$ cat config.mk
export PLATFORM = sky130hd
export DESIGN_NAME = exec_step_controller
export DESIGN_NICKNAME = d
export VERILOG_FILES = /design/src/rtl/exec_step_controller.sv
export SDC_FILE = /design/constraint.sdc
export NUM_CORES = 1
export LEC_CHECK = 0
export ABC_AREA = 1
export BUFFER_PORTS_ARGS = -buffer_cell sky130_fd_sc_hd__buf_2
export CORE_UTILIZATION = 59
export CTS_CLUSTER_SIZE = 16
export DETAILED_ROUTE_END_ITERATION = 6
export GPL_ROUTABILITY_DRIVEN = 0
export PLACE_DENSITY_LB_ADDON = 0.12
export SLEW_MARGIN = 20
export SYNTH_ARGS = -nofsm -noshare
export SYNTH_HDL_FRONTEND = slang
export SYNTH_SLANG_ARGS = --single-unit
$ cat constraint.sdc
create_clock -name clk -period 2.5 [get_ports clk]
set_clock_uncertainty 0.1 [all_clocks]
set_input_delay 0.5 -clock clk [delete_from_list [all_inputs] [get_ports clk]]
set_output_delay 0.5 -clock clk [all_outputs]
set_load 0.05 [all_outputs]
$ cat src/rtl/exec_step_controller.sv
// Purpose: sequences the single-cycle CPU (step, divided free-run, PC breakpoint, self-loop halt, reset stretch).
// Latency: cpu_en rises the cycle after a step request; in RUN it pulses once every RUN_DIV cycles.
// Backpressure: none; request pulses are sampled every cycle, priority rst_req > run_toggle > step_req.
// Optional: define EXEC_MEMWRITE_BREAK_EN to halt RUN on any retired store (cause 2'b11).
module exec_step_controller #(
    parameter int unsigned RUN_DIV    = 4,
    parameter int unsigned RST_CYCLES = 4,
    parameter int unsigned CNT_W      = 16
) (
    input  logic             clk,
    input  logic             reset,
    input  logic             step_req,
    input  logic             run_toggle,
    input  logic             rst_req,
    input  logic [31:0]      pc,
    input  logic             memwrite,
    input  logic [31:0]      bp_pc,
    input  logic             bp_valid,
    output logic             cpu_en,
    output logic             cpu_rst,
    output logic             running,
    output logic             halted,
    output logic [1:0]       halt_cause,
    output logic [CNT_W-1:0] instr_count
);

    localparam int unsigned DIV_W = $clog2(RUN_DIV);
    localparam int unsigned RC_W  = $clog2(RST_CYCLES + 1);

    localparam logic [DIV_W-1:0] DIV_RELOAD = DIV_W'(RUN_DIV - 1);
    localparam logic [RC_W-1:0]  RST_RELOAD = RC_W'(RST_CYCLES - 1);

    localparam logic [1:0] CAUSE_NONE = 2'b00;
    localparam logic [1:0] CAUSE_BP   = 2'b01;
    localparam logic [1:0] CAUSE_LOOP = 2'b10;
`ifdef EXEC_MEMWRITE_BREAK_EN
    localparam logic [1:0] CAUSE_MW   = 2'b11;
`endif

    typedef enum logic [2:0] {
        ST_RSTSEQ,
        ST_PAUSED,
        ST_STEP,
        ST_RUN,
        ST_HALT
    } state_t;

    state_t            state_q, state_d;
    logic              cpu_en_q, cpu_en_d;
    logic              cpu_rst_q, cpu_rst_d;
    logic              running_q, running_d;
    logic              halted_q, halted_d;
    logic [1:0]        cause_q, cause_d;
    logic [CNT_W-1:0]  cnt_q, cnt_d;
    logic [DIV_W-1:0]  div_q, div_d;
    logic [RC_W-1:0]   rst_cnt_q, rst_cnt_d;
    logic              chk_q, chk_d;
    logic [31:0]       pc_prev_q, pc_prev_d;
`ifdef EXEC_MEMWRITE_BREAK_EN
    logic              mw_q, mw_d;
`else
    logic              unused_memwrite;
    assign unused_memwrite = memwrite;
`endif

    logic              halt_hit;
    logic [1:0]        halt_code;
    logic [CNT_W-1:0]  cnt_inc;

    // Halt condition on the pc the processor moved to after the last retired instruction.
    always_comb begin
        halt_hit  = 1'b0;
        halt_code = CAUSE_NONE;
        if (bp_valid && (pc == bp_pc)) begin
            halt_hit  = 1'b1;
            halt_code = CAUSE_BP;
        end else if (pc == pc_prev_q) begin
            halt_hit  = 1'b1;
            halt_code = CAUSE_LOOP;
        end
`ifdef EXEC_MEMWRITE_BREAK_EN
        else if (mw_q) begin
            halt_hit  = 1'b1;
            halt_code = CAUSE_MW;
        end
`endif
    end

    // Saturating increment of the retired-instruction counter.
    always_comb begin
        cnt_inc = (cnt_q == {CNT_W{1'b1}}) ? cnt_q : cnt_q + CNT_W'(1);
    end

    // Next-state and next-output logic for the sequencer.
    always_comb begin
        state_d   = state_q;
        cpu_en_d  = 1'b0;
        cpu_rst_d = 1'b0;
        cause_d   = cause_q;
        div_d     = div_q;
        rst_cnt_d = rst_cnt_q;
        // Halt checks look at the cycle right after an enable pulse.
        chk_d     = cpu_en_q;
        pc_prev_d = cpu_en_q ? pc : pc_prev_q;
`ifdef EXEC_MEMWRITE_BREAK_EN
        mw_d      = cpu_en_q ? memwrite : mw_q;
`endif
        cnt_d     = cpu_en_q ? cnt_inc : cnt_q;

        if (rst_req) begin
            // Restart the full reset stretch; any enable that would fire next cycle is dropped.
            state_d   = ST_RSTSEQ;
            cpu_rst_d = 1'b1;
            rst_cnt_d = RST_RELOAD;
            cnt_d     = '0;
            cause_d   = CAUSE_NONE;
            div_d     = DIV_RELOAD;
        end else begin
            case (state_q)
                ST_RSTSEQ: begin
                    cnt_d = '0;
                    if (rst_cnt_q == '0) begin
                        state_d = ST_PAUSED;
                    end else begin
                        cpu_rst_d = 1'b1;
                        rst_cnt_d = rst_cnt_q - RC_W'(1);
                    end
                end
                ST_PAUSED: begin
                    if (run_toggle) begin
                        state_d = ST_RUN;
                        div_d   = DIV_RELOAD;
                    end else if (step_req) begin
                        state_d  = ST_STEP;
                        cpu_en_d = 1'b1;
                    end
                end
                ST_STEP: begin
                    // The enable pulse is on the output during this cycle.
                    state_d = ST_PAUSED;
                end
                ST_RUN: begin
                    if (run_toggle) begin
                        state_d = ST_PAUSED;
                    end else if (chk_q && halt_hit) begin
                        // Halting wins over an enable that the divider would issue now.
                        state_d = ST_HALT;
                        cause_d = halt_code;
                    end else if (div_q == '0) begin
                        cpu_en_d = 1'b1;
                        div_d    = DIV_RELOAD;
                    end else begin
                        div_d = div_q - DIV_W'(1);
                    end
                end
                ST_HALT: begin
                    if (run_toggle) begin
                        state_d = ST_RUN;
                        div_d   = DIV_RELOAD;
                        cause_d = CAUSE_NONE;
                    end else if (step_req) begin
                        state_d  = ST_STEP;
                        cpu_en_d = 1'b1;
                        cause_d  = CAUSE_NONE;
                    end
                end
                default: begin
                    state_d   = ST_RSTSEQ;
                    cpu_rst_d = 1'b1;
                    rst_cnt_d = RST_RELOAD;
                end
            endcase
        end

        running_d = (state_d == ST_RUN);
        halted_d  = (state_d == ST_HALT);
    end

    // State register.
    always_ff @(posedge clk or negedge reset) begin
        if (!reset) begin
            state_q <= ST_RSTSEQ;
        end else begin
            state_q <= state_d;
        end
    end

    // Registered outputs and datapath bookkeeping.
    always_ff @(posedge clk or negedge reset) begin
        if (!reset) begin
            cpu_en_q  <= 1'b0;
            cpu_rst_q <= 1'b1;
            running_q <= 1'b0;
            halted_q  <= 1'b0;
            cause_q   <= CAUSE_NONE;
            cnt_q     <= '0;
            div_q     <= DIV_RELOAD;
            rst_cnt_q <= RST_RELOAD;
            chk_q     <= 1'b0;
            pc_prev_q <= '0;
`ifdef EXEC_MEMWRITE_BREAK_EN
            mw_q      <= 1'b0;
`endif
        end else begin
            cpu_en_q  <= cpu_en_d;
            cpu_rst_q <= cpu_rst_d;
            running_q <= running_d;
            halted_q  <= halted_d;
            cause_q   <= cause_d;
            cnt_q     <= cnt_d;
            div_q     <= div_d;
            rst_cnt_q <= rst_cnt_d;
            chk_q     <= chk_d;
            pc_prev_q <= pc_prev_d;
`ifdef EXEC_MEMWRITE_BREAK_EN
            mw_q      <= mw_d;
`endif
        end
    end

    assign cpu_en      = cpu_en_q;
    assign cpu_rst     = cpu_rst_q;
    assign running     = running_q;
    assign halted      = halted_q;
    assign halt_cause  = cause_q;
    assign instr_count = cnt_q;

endmodule

# Word level (Yosys, flattened, before mapping)
# Index checks and enable logic that the tools add are counted.
# W data, S select, Z words.
classes:
  n_shift: 0
  n_bitwise: 0
  n_mul: 0
  n_mux: 40
  div: 0
  eq_ne: 17
  order_cmp: 0
  add_sub_neg: 3
  reduce_logical: 14
op_table:
  columns: ["cell", "count"]
  rows:
  - ["$eq A32 B32 Y1", 2]
  - ["$mux W16", 4]
  - ["$mux W2", 12]
  - ["$mux W3", 8]
  - ["$add A16 B1 Y16 const B", 1]
  - ["$eq A16 B16 Y1 const B", 1]
  - ["$ne A3 B3 Y1 const B", 4]
  - ["$pmux W3 S4", 1]
  - ["$mux W1", 10]
  - ["$eq A3 B2 Y1 const B", 3]
  - ["$reduce_bool A3 Y1", 3]
  - ["$pmux W2 S2", 2]
  - ["$reduce_and A4 Y1", 2]
  - ["$eq A3 B3 Y1 const B", 2]
  - ["$logic_not A3 Y1", 2]
  - ["$pmux W3 S2", 1]
  - ["$ne A4 B4 Y1 const B", 1]
  - ["$pmux W1 S2", 2]
  - ["$reduce_and A2 Y1", 2]
  - ["$reduce_or A4 Y1", 1]
  - ["$eq A3 B1 Y1 const B", 1]
  - ["$ne A3 B1 Y1 const B", 1]
  - ["$ne A3 B2 Y1 const B", 1]
  - ["$sub A3 B1 Y3 const B", 1]
  - ["other kinds (5)", 6]
totals:
  romBits: 0
  mem_bits_rw: 0
  elab_cells: 85
  output_inout_bits: 22
  ff_bits: 63
  latch_bits: 0
  mem_count: 0

# Longest topological paths before layout
# Gate-level depths: netlist (run 1).
logic_depth:
  ltp_word: 9
  mapped_depth: 15
  depth_no_buf: 15

# Least setup slack after synthesis (run 1)
# No wires, ideal clock.
synth_timing:
  path_type: "register to register"
  startpoint: "register cnt_q[1] (netlist: instr_count[1])"
  endpoint: "register cnt_q[9] (netlist: instr_count[9])"
  period_less_slack_ns: 2.128
  path_buffers: 0
  setup_time_ns: 0.126
  arrival_time_ns: 1.902
  path_slack_ns: 0.372
  stages_incl_launch_ff: 10
  cell_sequence: "dfrtp_1 > ha_1 > nand2_1 > nor2_4 > nand4_2 > o21ai_4 > inv_2 > nand2_4 > o21ai_0 > nor3b_2"
synth_via:
  elab_chain_cells: 5
  word_cells_on_any_way: 8
synth_rtl:
  columns: ["element", "line_no", "text"]
  rows:
  - ["start: declaration", "54", "logic [CNT_W-1:0] cnt_q, cnt_d;"]
  - ["start signal: assignment", "210", "cnt_q <= cnt_d;"]
  - ["$add A16 B1 Y16", "91", "cnt_inc = (cnt_q == {CNT_W{1'b1}}) ? cnt_q : cnt_q + CNT_W'(1);"]
  - ["$mux W16", "91", null]
  - ["$mux W16", "108", "cnt_d = cpu_en_q ? cnt_inc : cnt_q;"]
  - ["$mux W16", "119", "case (state_q)"]
  - ["$mux W16", "110", "if (rst_req) begin"]
# Several ways; a longest one is shown, not always the timed one. The select of a mux whose other input is x is not followed.
# A chain may end at the register's enable or synchronous reset.

# Worst setup path in the final report (run 1)
layout_timing:
  startpoint: "register cpu_en_q (netlist: cpu_en)"
  endpoint: "output cpu_en"
layout_lines:
  columns: ["element", "line_no", "text"]
  rows:
  - ["start: declaration", "49", "logic cpu_en_q, cpu_en_d;"]
  - ["start signal: assignment", "205", "cpu_en_q <= cpu_en_d;"]
  - ["end: declaration", "19", "output logic cpu_en,"]
# No word-level cell between the ends.

==> results of run 1 <==
==> layer usage <==
layer  track usage [%]  share of wire [%]  up-vias
met4             15.45                3.5        0
met1             34.94                 41     1929
li1                  -                  -     2156
met3             5.101                6.6       31
met2             52.16                 49      146
met5                 0                  0        -
==> logic make-up (layout without fill, tap and decap cells) <==
family / Yosys count / after routing
and+or+nand+nor: 348 / 348
buffers and inverters: 129 / 233
AOI/OAI and AO/OA: 70 / 70
DFF: 63 / 63
xor gates and xnor gates: 18 / 18
adders and majority gates: 4 / 4
==> cell usage in the layout (no fill, tap or decap), types with 5 or more instances in the layout <==
| cell | n |
|---|---|
| o21ai_0 | 37 |
| dfstp_2 | 5 |
| dfrtp_1 | 58 |
| nand2_1 | 220 |
| buf_2 | 91 |
| a21oi_1 | 13 |
| nor2_1 | 60 |
| nand4_1 | 24 |
| nand3_1 | 23 |
| nor3_1 | 7 |
| inv_1 | 116 |
| clkbuf_8 | 9 |
| xnor2_1 | 16 |
==> where the power goes <==
group          switching [uW]  internal [uW]
Clock                     415            357
Combinational             599            386
Sequential                169           1330
==> registers in the layout (all words and copies together), names as in the netlist, 2 cells and up <==
signal / count
pc_prev_q: 32
state_q: 3
halt_cause: 2
div_q: 2
instr_count: 16
rst_cnt_q: 3
==> worst max-delay path, cell delays in order, from the launching register on <==
cell	delay, ps
dfrtp_1	430
buf_4	300
buf_2	310
==> how the worst max path moves through the flow <==
stage	slack, ps	depth (start not counted)	to	startpoint
3_5_place_dp	390	13	halt_cause[0]$_DFFE_PN0P_	pc[18]
4_1_cts	490	2	cpu_en	cpu_en$_DFF_PN0_
2_1_floorplan	370	9	instr_count[9]$_DFFE_PN0P_	instr_count[1]$_DFFE_PN0P_
6_report	510	2	cpu_en	cpu_en$_DFF_PN0_
3_3_place_gp	440	11	halt_cause[1]$_DFFE_PN0P_	pc[12]
5_1_grt	440	10	instr_count[9]$_DFFE_PN0P_	instr_count[3]$_DFFE_PN0P_
==> area by class of cell <==
type	count	area [um2]	share of cell area, %
Inverter	121	454.2	9.248
Clock buffer	12	135.1	2.752
Multi-Input combinational cell	440	2088	42.52
Sequential cell	63	1583	32.23
Tap cell	96	120.1	2.446
Clock inverter	4	25.02	0.5096
Timing Repair Buffer	96	505.5	10.29
==> metrics by stage <==
| stage | utilization (%) | hold WS (ps) |
|---|---|---|
| after floorplan | - | 104.4 |
| after global placement | 69.93 | 374.3 |
| after detailed placement | 69.93 | 380.7 |
| after CTS | 72.28 | 69.60 |
| after global routing | 72.28 | 102.2 |
| final | 72.28 | 47.44 |
==> summary.md, run 1 <==
| Metric | Value |
|---|---|
| Layout cells sized above 1 | `~17%` |
| Final hold vios | `0` |
| TritonCTS Buffers | `9` |
| Xor-xnor portion of the synthesized cell area | `under 10%` |
| Initial antenna violation count | `0` |
| Ranking of synthesized cells by area | `dfrtp_1 35%, nand2_1 20%, inv_1 10%, nor2_1 5.4%, o21ai_0 4.5%` |
| RSZ-0062 raised after global routing | `false` |
| Cell area after layout | `roughly 4900 um2` |
| Root Buffer | `clkbuf_8` |
| Detailed Route WL | `about 10,000 um` |
| Required @ worst endpoint | `around 1900 ps` |
| Final cell count without fillers | `roughly 830` |
| H-Tree Depth | `3` |
| Detail Placement HPWL | `~8200 um` |
| Overall power | `approximately 3300 uW` |
| Largest net degree at the start of global routing | `32` |
| Post-synth top area cell | `dfrtp_1` |
| GRT overflow | `0` |
| Vias/cell | `roughly 5` |
| Starting DRT DRC Count | `between 200 and 250` |
| Fillers | `570` |
| Area growth syn-to-layout | `18.15%` |
| CTS sink count | `63` |
| Maximum clock rate | `501.9 MHz` |
| Clock transition at path regs | `80 ps` |
| Reg-to-reg startpoint | `instr_count[3]$_DFFE_PN0P_` |
| Rows | `30` |
| Die W | `~86 um` |
| Post-placement cell count | `between 800 and 900` |
| Status | `finished clean` |
| Post-CTS setup buffer count | `0` |
| CTS resizes | `0` |
| Worst hold path class | `input port to async pin` |
| MaxCap Viol Count | `0` |
| Chip height | `roughly 86 um` |
| Startpoint types | `register` |
| Worst setup path category | `register to primary output` |
| PD cells | `between 600 and 700 nW/um2` |
| Syn_area_per_cell | `roughly 6.6 um2` |
| Worst EP arrival | `roughly 1400 ps` |
| Diode count | `0` |
| Most common cell in the netlist | `nand2_1` |
| Pre-CTS WS | `393.3 ps` |
| Relative slew slack | `approximately three fifths` |
| Primary FF master, synth | `dfrtp_1` |
| Hold-fix buffers, CTS | `0` |
| Fin worst setup slack | `507.7 ps` |
| Synth cell types | `43` |
| Largest family of logic cells by synthesized area | `simple AND/OR/NAND/NOR gates` |
| Mux cell area share after synthesis | `0%` |
| Vias | `between 4,000 and 5,000` |
| FF-to-FF path depth | `10` |
| Synth Area in Compound Gates | `under 10%` |
| Syn Nets | `about 710` |
| Layout Nets | `just over 800` |
| First-pass GRT wire length | `17,110 um` |
| Simple-Gate Fraction of Synth Area | `35.52%` |
| Adder-cell share of the synthesized area | `~1.2%` |
| Synthesized area | `a little over 4000 um2` |
| Top post-synthesis cells by count | `220 x nand2_1, 116 x inv_1, 60 x nor2_1` |
| Yosys warning count | `0` |
| Leakage | `about 0.0027 uW` |
| Post-Synthesis Cells | `approximately 630` |
| CTS Buffer Depth | `2` |
| Tightest Pin Transition | `approximately 600 ps` |
| Slew Viols, Final | `0` |
| Routed WL per cell | `12.56 um` |
| Drt first pass iters | `5` |
| Final Critical Period | `roughly 2000 ps` |
| Worst setup EP type | `primary output` |
| DRC Markers | `0` |
| Die Footprint | `~7400 um2` |
| Final Cycle Share | `roughly four fifths` |
| TritonCTS clock tree | `yes` |
| Core box area | `6794 um2` |
| Setup_tns | `0 ps` |
| CP Max Fanout | `23` |
| Worst-Skew Late Latency | `350 ps` |
| Vias in the first global route | `4,013` |
| Reg2reg end | `instr_count[9]$_DFFE_PN0P_` |
| Dpl cell area | `4751 um2` |
| Synthesis-stage register bit count | `63` |
| Antenna Nets Post-Route | `0` |
| Post-synth EDFFs | `0` |
| Peak VDD IR | `between 0.3 and 0.4 mV` |
| Sequential share of the synthesized area | `38.08%` |
| Setup slack, reg-to-reg | `590 ps` |
| Final setup fails | `0` |
| Yosys top cell area share | `34.92%` |
| Global Route Usage Sum | `between 20% and 30%` |
| Port bufs | `slightly above 90` |
| Ports | `93` |
| Initial Util | `around three fifths` |
| Async S/R FF share, synth | `100.0%` |
(Power assumes the default switching activity.)
==> run 2: changes to the inputs <==
- CORE_UTILIZATION: 59 -> 50
- clock period: 2.5 -> 1.7 ns (I/O delays scaled with it)
==> summary.md, run 2 (synthesis gave the netlist of run 1 again) <==
| Metric | Value |
|---|---|
| Peak VDD IR | `0.6317 mV` |
| RSZ-0062 raised after global routing | `true` |
| Area growth syn-to-layout | `35.31%` |
| Critical-path cell list | `xnor2_2 > nand2_1 > nor2_1 > nand2_1 > nor2_1 > nand2_2 > nand2_4 > buf_4 > nand3_2 > a21oi_2` |
| Crit path max-delay family | `simple AND/OR/NAND/NOR gates` |
| Leading cell type in the layout, fill and taps excluded | `nand2_1` |
| Overall power | `~5200 uW` |
| Detail Placement HPWL | `roughly 9000 um` |
| Commonest cells after routing, fill and taps aside | `209 x nand2_1, 112 x inv_1, 91 x buf_2` |
| Die W | `about 93 um` |
| Worst-Skew Late Latency | `between 300 and 400 ps` |
| H-Tree Depth | `3` |
| Met2 Use GR | `between 50% and 60%` |
| Met3 usage | `under 10%` |
| First-pass GRT wire length | `about 19,000 um` |
| Antenna Nets Post-Route | `0` |
| Area of the multi-input gates | `~2300 um2` |
| Status | `finished, violations left` |
| Root Buffer | `clkbuf_8` |
| CP Max Fanout | `3` |
| Failing checks | `setup timing` |
| Required @ worst endpoint | `roughly 1900 ps` |
| Detailed Route WL | `roughly 12,000 um` |
| Final setup fails | `17` |
| End of the worst hold path | `pc_prev_q[29]$_DFFE_PN0P_` |
| Rows | `32` |
| Slowest CP cell | `dfrtp_1` |
| Port bufs | `91` |
| Layout Nets | `approximately 860` |
| Post-placement cell count | `between 800 and 900` |
| Chip height | `93.18 um` |
| GRT busiest layer | `met2` |
| Starting DRT DRC Count | `approximately 180` |
| Routed WL per cell | `between 10 and 15 um` |
| Worst setup path category | `register to register` |
| Reg2reg end | `halted$_DFF_PN0_` |
| Worst hold path class | `input port to register` |
| Largest net degree at the start of global routing | `35` |
| Hold_sp | `pc[29]` |
| Pre-CTS WS | `-234.1 ps` |
| Initial antenna violation count | `1` |
| Clock transition at path regs | `approximately 70 ps` |
| Dpl cell area | `between 5000 and 6000 um2` |
| Vias in the first global route | `4,353` |
| CP max stage delay | `430 ps` |
| CTS Buffer Depth | `2` |
| TritonCTS Buffers | `9` |
| Die Footprint | `8682 um2` |
| Final Critical Period | `1807 ps` |
| Cell area after layout | `~5600 um2` |
| Vias/cell | `5.002` |
| Most flop-heavy register | `pc_prev_q` |
| Worst EP arrival | `1960 ps` |
| Relative slew slack | `roughly 65%` |
| Fin worst setup slack | `-106.9 ps` |
| Sequential cell area | `1590 um2` |
| CTS sink count | `63` |
| Reg-to-reg startpoint | `pc_prev_q[21]$_DFFE_PN0P_` |
| Post-layout util | `a little under three quarters` |
| Fillers | `a little under 700` |
| MaxCap Viol Count | `0` |
| Vias | `around 4,500` |
| Ports | `93` |
| DRC Markers | `0` |
| Startpoint types | `register` |
| Met1 Use GR | `approximately a third` |
| PD cells | `923.1 nW/um2` |
| Layout cells sized above 1 | `between 20 and 30%` |
| Worst setup EP type | `register` |
| TritonCTS clock tree | `yes` |
| Diode count | `0` |
| Largest register FFs | `32` |
| Final Cycle Share | `106.3%` |
| Final hold vios | `0` |
| Worst hold path depth | `3` |
| Maximum clock rate | `~550 MHz` |
| Core box area | `between 7000 and 8000 um2` |
| FF-to-FF path depth | `10` |
| Final cell count without fillers | `~900` |
| Drt first pass iters | `5` |
| Slew Viols, Final | `0` |
| Buf/Inv on CP | `1` |
| Global Route Usage Sum | `27.98%` |
| Leakage | `slightly above 0.003 uW` |
| GRT overflow | `0` |
| Tightest Pin Transition | `approximately 530 ps` |
| Initial Util | `between 50% and 60%` |
| Setup slack, reg-to-reg | `-110 ps` |
## run 2: cell count changes in the layout (fill, tap and decap cells not counted), sizes merged
| cell | previous run | this run |
|---|---|---|
| buf | 96 | 153 |
| bufinv | 0 | 1 |
| clkbuf | 12 | 13 |
| clkinv | 4 | 3 |
| clkinvlp | 2 | 1 |
| dlygate4sd3 | 0 | 1 |
## run 2: layer usage
metal | up-vias | share of wire [%]
met2 | 119 | 51
met1 | 2055 | 40
met3 | 37 | 4.8
met4 | 0 | 3.9
li1 | 2271 | -
met5 | - | 0
## run 2: report_power, final
group / internal (uW) / switching [uW] / total (uW) / leakage (uW)
registers: 1950 / 249 / 2200 / 0.000749
clock network: 757 / 615 / 1370 / 0.0000996
logic: 670 / 949 / 1620 / 0.00223
## run 2: timing repair
item,CTS,global route
setup buffers,3,1
endpoints found under the setup margin,19,26
cloned,0,0
resized for setup,17,38
endpoints found under the hold margin,12,0
pin swaps,17,16
hold buffers,1,0
## run 2: through the flow
stage	TNS (ps)	hold WS [ps]
after floorplan	-2155	-55.59
after global routing	-3481	144.1
final	-847.3	128.1
after CTS	-18.85	126.7
after detailed placement	-2585	189.9
after global placement	-2006	185.1
## run 2: worst max-delay path by stage
stage | to | cells past startpoint | slack, ps | start
detailed placement | halt_cause[0]$_DFFE_PN0P_ | 13 | -230 | pc[18]
CTS | halt_cause[0]$_DFFE_PN0P_ | 12 | -10 | pc_prev_q[12]$_DFFE_PN0P_
global route | instr_count[4]$_DFFE_PN0P_ | 10 | -210 | instr_count[3]$_DFFE_PN0P_
floorplan | instr_count[9]$_DFFE_PN0P_ | 10 | -220 | instr_count[3]$_DFFE_PN0P_
finish | halted$_DFF_PN0_ | 10 | -110 | pc_prev_q[21]$_DFFE_PN0P_
global placement | halt_cause[1]$_DFFE_PN0P_ | 14 | -180 | pc[13]
## run 2: final cells by class
| class | instances | area share (%) |
|---|---|---|
| clock buffer | 13 | 2.825 |
| clock inverter | 3 | 0.7564 |
| inverter | 121 | 8.120 |
| multi-input combinational | 440 | 40.85 |
| sequential | 63 | 28.28 |
| tap | 102 | 2.269 |
| timing repair buffer | 154 | 16.91 |
## run 2: worst min-delay path, stage by stage
cell and delay [ps]:
buf_2 100, nand2_1 40, o21ai_0 60
